$ cat config.mk
export PLATFORM = sky130hd
export DESIGN_NAME = dram_arbiter
export DESIGN_NICKNAME = d
export VERILOG_FILES = /design/src/rtl/dram_arbiter.sv
export SDC_FILE = /design/constraint.sdc
export NUM_CORES = 1
export LEC_CHECK = 0
export CAP_MARGIN = 20
export CORE_UTILIZATION = 40
export CTS_CLUSTER_SIZE = 25
export DETAILED_ROUTE_END_ITERATION = 10
export GPL_ROUTABILITY_DRIVEN = 0
export GPL_TIMING_DRIVEN = 0
export PLACE_DENSITY_LB_ADDON = 0.25
export SLEW_MARGIN = 0
export SYNTH_ARGS = -nofsm -noshare
export SYNTH_HDL_FRONTEND = slang
export SYNTH_SLANG_ARGS = --single-unit
$ cat constraint.sdc
create_clock -name clock -period 2.9 [get_ports clock]
set_input_delay 0.58 -clock clock [delete_from_list [all_inputs] [get_ports clock]]
set_output_delay 0.58 -clock clock [all_outputs]
set_load 0.05 [all_outputs]
$ cat src/rtl/dram_arbiter.sv
// Two-requester arbiter for a single-port 256 KB data memory.
// Round-robin or fixed priority with IDLE/ISSUE/WAIT sequencing.
module dram_arbiter #(
  parameter int READ_LATENCY = 1,
  parameter int FIXED_PRIO   = 0
) (
  input  logic        clock,
  input  logic        reset,
  input  logic        req0,
  input  logic        req1,
  input  logic        we0,
  input  logic        we1,
  input  logic [17:0] addr0,
  input  logic [17:0] addr1,
  input  logic [7:0]  wdata0,
  input  logic [7:0]  wdata1,
  output logic        gnt0,
  output logic        gnt1,
  output logic        rvalid0,
  output logic        rvalid1,
  output logic [7:0]  rdata0,
  output logic [7:0]  rdata1,
  output logic        busy,
  output logic [17:0] mem_address,
  output logic [7:0]  mem_data,
  output logic        mem_wren,
  input  logic [7:0]  mem_q
);

  typedef enum logic [1:0] {
    IDLE,
    ISSUE,
    WAIT
  } state_t;

  localparam logic       RR       = (FIXED_PRIO == 0);
  localparam logic [1:0] CNT_INIT = 2'(READ_LATENCY - 1);

  state_t      state_q, state_d;
  logic        last_q, last_d;
  logic        sel_q, sel_d;
  logic        wr_q, wr_d;
  logic [1:0]  cnt_q, cnt_d;
  logic [17:0] addr_q, addr_d;
  logic [7:0]  data_q, data_d;
  logic        rvalid0_q, rvalid0_d;
  logic        rvalid1_q, rvalid1_d;
  logic [7:0]  rdata0_q, rdata0_d;
  logic [7:0]  rdata1_q, rdata1_d;
  logic        pick1;

  // Requester 1 wins alone, or on a tie when requester 0 went last.
  assign pick1 = req1 && (!req0 || (RR && !last_q));

  always_comb begin
    state_d   = state_q;
    last_d    = last_q;
    sel_d     = sel_q;
    wr_d      = wr_q;
    cnt_d     = cnt_q;
    addr_d    = addr_q;
    data_d    = data_q;
    rvalid0_d = 1'b0;
    rvalid1_d = 1'b0;
    rdata0_d  = rdata0_q;
    rdata1_d  = rdata1_q;
    unique case (state_q)
      IDLE: begin
        if (req0 || req1) begin
          sel_d   = pick1;
          last_d  = pick1;
          addr_d  = pick1 ? addr1 : addr0;
          data_d  = pick1 ? wdata1 : wdata0;
          wr_d    = pick1 ? we1 : we0;
          state_d = ISSUE;
        end
      end
      ISSUE: begin
        if (wr_q) begin
          state_d = IDLE;
        end else begin
          state_d = WAIT;
          cnt_d   = CNT_INIT;
        end
      end
      WAIT: begin
        if (cnt_q == 2'd0) begin
          state_d = IDLE;
          if (sel_q) begin
            rvalid1_d = 1'b1;
            rdata1_d  = mem_q;
          end else begin
            rvalid0_d = 1'b1;
            rdata0_d  = mem_q;
          end
        end else begin
          cnt_d = cnt_q - 2'd1;
        end
      end
      default: state_d = IDLE;
    endcase
  end

  always_ff @(posedge clock) begin
    if (reset) begin
      state_q   <= IDLE;
      last_q    <= 1'b1;
      sel_q     <= 1'b0;
      wr_q      <= 1'b0;
      cnt_q     <= 2'd0;
      addr_q    <= 18'd0;
      data_q    <= 8'd0;
      rvalid0_q <= 1'b0;
      rvalid1_q <= 1'b0;
      rdata0_q  <= 8'd0;
      rdata1_q  <= 8'd0;
    end else begin
      state_q   <= state_d;
      last_q    <= last_d;
      sel_q     <= sel_d;
      wr_q      <= wr_d;
      cnt_q     <= cnt_d;
      addr_q    <= addr_d;
      data_q    <= data_d;
      rvalid0_q <= rvalid0_d;
      rvalid1_q <= rvalid1_d;
      rdata0_q  <= rdata0_d;
      rdata1_q  <= rdata1_d;
    end
  end

  assign gnt0        = (state_q == ISSUE) && !sel_q;
  assign gnt1        = (state_q == ISSUE) && sel_q;
  assign mem_wren    = (state_q == ISSUE) && wr_q;
  assign busy        = (state_q != IDLE);
  assign mem_address = addr_q;
  assign mem_data    = data_q;
  assign rvalid0     = rvalid0_q;
  assign rvalid1     = rvalid1_q;
  assign rdata0      = rdata0_q;
  assign rdata1      = rdata1_q;

endmodule

# --- After elaboration in Yosys (flattened, before gate mapping) ---
# Cells that the tools add are included.
word_totals:
  regBits: 51
  inputBits: 66
  out_inout_bits: 48
  wordCells: 52
classes:
  add_sub_neg: 1
  eq_ne: 6
  n_mux: 12
  bitwise_logic: 3
  reduce_logical: 19
ops:
  columns: ["op", "n"]
  rows:
  - ["18-bit 2-to-1 mux", 1]
  - ["2-bit 2-to-1 mux", 5]
  - ["3-bit AND reduction", 3]
  - ["8-bit 2-to-1 mux", 1]
  - ["2-bit inequality test (second input constant)", 4]
  - ["2-bit case mux with 3 select lines", 1]
  - ["1-bit logical AND", 4]
  - ["2-bit logical NOT", 2]
  - ["2-bit case mux with 2 select lines", 1]
  - ["2-bit AND reduction", 2]
  - ["2-bit nonzero test", 2]
  - ["1-bit logical NOT", 3]
  - ["1-bit 2-to-1 mux", 3]
  - ["1-bit inverter", 3]
  - ["3-bit OR reduction", 1]
  - ["2-bit by 1-bit equality test with 1-bit output (second input constant)", 1]
  - ["2-bit equality test (second input constant)", 1]
  - ["1-bit logical OR", 2]
  - ["2-bit by 1-bit subtractor with 2-bit output (second input constant)", 1]

# --- Longest topological paths before layout ---
depth:
  depth_word: 4
  ltp_mapped: 6
  ltp_nobuf: 5

# --- Least setup slack after synthesis ---
# OpenSTA, ideal clock, no wires.
synth_timing:
  path_type: "reg2out"
  from: "reg state_q[0]"
  to: "out gnt0"
  arrival_time_ns: 1.719
  required_time_ns: 2.320
  slack_ns: 0.601
  path_stages_with_launch: 3
  n_path_buf: 1
  path_cell_list: "dfxtp_1 > buf_2 > nor3b_1"
synth_via:
  elab_chain_len: 2
synth_rtl:
  columns: ["item", "line", "source"]
  rows:
  - ["from (decl)", "39", "state_t state_q, state_d;"]
  - ["from (signal assigned)", "118", "state_q <= state_d;"]
  - ["2-bit by 1-bit equality test with 1-bit output", "132", "assign gnt0 = (state_q == ISSUE) && !sel_q;"]
  - ["1-bit logical AND", "132", null]
  - ["to (decl)", "17", "output logic gnt0,"]
# No other way between the ends.

# --- Final worst setup path ---
# Ends and elaborated chain as after synthesis.

==> flow_metrics.tcl <==
set metrics [dict create \
    dp.final_hpwl_mm 4.70 \
    worst-r2r-setup-slack_ns 1.43 \
    starting_density 0.416 \
    worst_path_largest_cell_delay_ns 0.85 \
    die_w_um 77.9 \
    io_buffer_count 112 \
    share_clk_of_total_power 0.262 \
    dominantRegCellSynth "dfxtp_1" \
    cts_clock_pin_slew_for_the_worst_setup_and_hold_paths_ns 0.10 \
    worst_skew_pair.late_latency_ns 0.31 \
    critPathMaxFanout 10 \
    drive_gt1_frac 0.103 \
    crit_buf_inv 2 \
    crit-reg2reg-capture "cnt_q[0]" \
    worst_hold_path_type "flip-flop to flip-flop" \
    floorplan.die_area_um2 6060 \
    synth.cell_area_um2 2300 \
    rsz_0062_raised_after_global_routing "no" \
    path_cells "buf_2 > nor3b_1 > clkdlybuf4s50_1" \
    combinationalPowerShare 0.327 \
    synthesis.instances 269 \
    layout.cells.most_common "clkdlybuf4s50_1" \
    final.min_clock_period_ns 2.57 \
    timing.hold.worst_path_depth 2 \
    synth_warnings 0 \
    grt_start_max_net_pins 18 \
    synth-edff-count 0 \
    crit_arrival_ns 1.99 \
    first_global_vias 2397 \
    worstPathRequired_ns 2.32 \
    ant_nets 0 \
    min_delay_worst_endpoint "rdata1[0]" \
    number_of_sinks_driven_by_the_clock_tree 51 \
    final_cell_mix "clkdlybuf4s50_1 (112), nand2_1 (88), dfxtp_1 (51)" \
    synth.net_count 336 \
    worst_hold_slack_ns 0.457 \
    worstSetupStartpointType "flip-flop" \
    max-cap-violations 0 \
    wirelength_mm 6.43 \
    die_height_um 77.9 \
    number_of_stages_on_the_worst_setup_path 3 \
    timing.final.crit_share 0.885 \
    initialDrtViolationCount 77 \
    detail_route.vias_per_cell 5.11 \
    internal_power_w 0.00128 \
    final_net_count 455 \
    max_slew.worst_pin.slew_ns 0.721 \
    net-switching-power_w 0.000652 \
    floorplan.rows 27 \
    switching_share 0.338 \
    cts_tree "yes" \
    antenna-diode-count 0 \
    finalSetupTns_ns 0 \
    initial_antenna_violation_count 0 \
    cts.root.buffer_cell "clkbuf_8" \
    synth_seq_area_share 0.443 \
    path_class "flip-flop to output pin" \
    postCtsResizedCells 0 \
    synth-seq-cells 51 \
    maximum_clock_frequency_mhz 389 \
    cts_made_buffers 5 \
    drt_pre_antenna_iters 4 \
    power.density_cell_area_nw_per_um2 531 \
    grt.total_usage 0.221 \
    clock_skew_ns 0.00963 \
    slew_viol_final 0 \
    crit_path_end_kind "output pin" \
    timing.critical_path.slowest_stage_cell "clkdlybuf4s50_1" \
    slew_headroom 0.519 \
    clock_path_buffers 2 \
    setup-violations-final 0 \
    remaining_drc_errors 0 \
    cts_htree_levels 2 \
    vias 2355 \
    synth.lib_cells_used.distinct 31 \
    worst_hold_startpoint "rdata1[0]" \
    wire_length_of_the_first_global_routing_pass_mm 10.5 \
    rr_startpoint "cnt_q[0]" \
    congestion_overflow_gr 0 \
    hold_viol 0 \
    finish.cell_count_without_fillers 461 \
    core_area_um2 5540 \
    run_status "finished, final reports clean" \
    peakVddDrop_uv 290 \
    static-leakage-power_nw 1.32 \
    wl_per_cell_um 14.0 \
    post-cts-setup-buffers 0 \
    io_pins 114 \
    cp_top_family "buffers and inverters" \
    total_placed_cells_including_tap_cells 453 \
    reg2regPathDepth 5 \
    ys_async_sr_fraction 0 \
    ctsHoldBuffers 0 \
    pwr-share-seq 0.410 \
    area_growth_syn_to_layout_pct 57.6 \
    synthesis.area_per_instance_um2 8.56 \
]
==> routing by layer <==
| metal | wire length [um] | share of wire | global-route usage | vias to the layer above |
|---|---|---|---|---|
| li1 | - | - | - | 1182 |
| met1 | 2730 | 0.42 | 0.246 | 1081 |
| met2 | 3190 | 0.50 | 0.395 | 78 |
| met3 | 363 | 0.056 | 0.0576 | 14 |
| met4 | 149 | 0.023 | 0.0906 | 0 |
| met5 | 0 | 0 | 0 | - |
==> sequential cells by signal, summed over array words and instances, names as in the netlist <==
register and cells:
rvalid1 1, sel_q 1, mem_data 8, mem_address 18
rvalid0 1, wr_q 1, rdata1 8, last_q 1
rdata0 8, cnt_q 2, state_q 2
==> per-stage QoR <==
| step | total power [W] | cell area (um^2) | utilization | setup WS [ns] |
|---|---|---|---|---|
| floorplan | 0.00119 | 2300 | - | 0.601 |
| global placement | 0.00143 | 3510 | 0.634 | 0.679 |
| detailed placement | 0.00144 | 3510 | 0.634 | 0.674 |
| CTS | 0.00195 | 3630 | 0.655 | 0.314 |
| global route | 0.00202 | 3630 | 0.655 | 0.196 |
| finish | 0.00193 | 3630 | 0.655 | 0.333 |
==> area by class of cell <==
| type | count | area [um^2] |
|---|---|---|
| Timing Repair Buffer | 112 | 1120 |
| Clock inverter | 3 | 46.3 |
| Multi-Input combinational cell | 191 | 1110 |
| Clock buffer | 5 | 68.8 |
| Fill cell | 519 | 1910 |
| Sequential cell | 51 | 1020 |
| Inverter | 3 | 11.3 |
| Buffer | 24 | 155 |
| Tap cell | 72 | 90.1 |
==> how the worst max path moves through the flow <==
| stage | startpoint | end | slack, ns |
|---|---|---|---|
| after floorplan | state_q[0] | gnt0 | 0.60 |
| after global routing | state_q[0] | gnt0 | 0.20 |
| after detailed placement | state_q[0] | gnt0 | 0.67 |
| after CTS | state_q[0] | gnt0 | 0.31 |
| final | state_q[0] | gnt0 | 0.33 |
| after global placement | state_q[0] | gnt0 | 0.68 |
==> Yosys cell counts (2+ instances only) <==
cell	n	area share
buf_2	7	0.015
o21ai_0	3	0.0065
a21oi_1	44	0.096
a311oi_2	12	0.078
nand2_1	88	0.14
nor4bb_1	2	0.0087
dfxtp_1	51	0.44
a311oi_1	15	0.057
buf_4	3	0.0098
nor2_1	7	0.011
nor3b_1	2	0.0065
inv_1	3	0.0049
clkbuf_1	8	0.013
and3b_1	2	0.0076
buf_6	6	0.029
==> power groups by stage <==
stage / clock [W] / sequential, W / combinational, W
finish: 0.000506 / 0.000791 / 0.000630
CTS: 0.000520 / 0.000791 / 0.000635
global placement: 0 / 0.000805 / 0.000625
floorplan: 0 / 0.000975 / 0.000218
detailed placement: 0 / 0.000806 / 0.000632
global route: 0.000551 / 0.000799 / 0.000668
==> worst min-delay path: stages, from the launching register on <==
cell and delay [ns]:
dfxtp_1 0.32, nand2_1 0.05, a21oi_1 0.05
==> cells by family (layout without fill, tap and decap cells) <==
group	after synthesis	after routing	synth area share
compound gates	79	79	0.265
fa+ha+maj	1	1	0.00543
buf+inv	27	147	0.0723
flops	51	51	0.443
mux	1	1	0.00435
simple gates	110	110	0.209
Power figures use the tool's default switching activity.
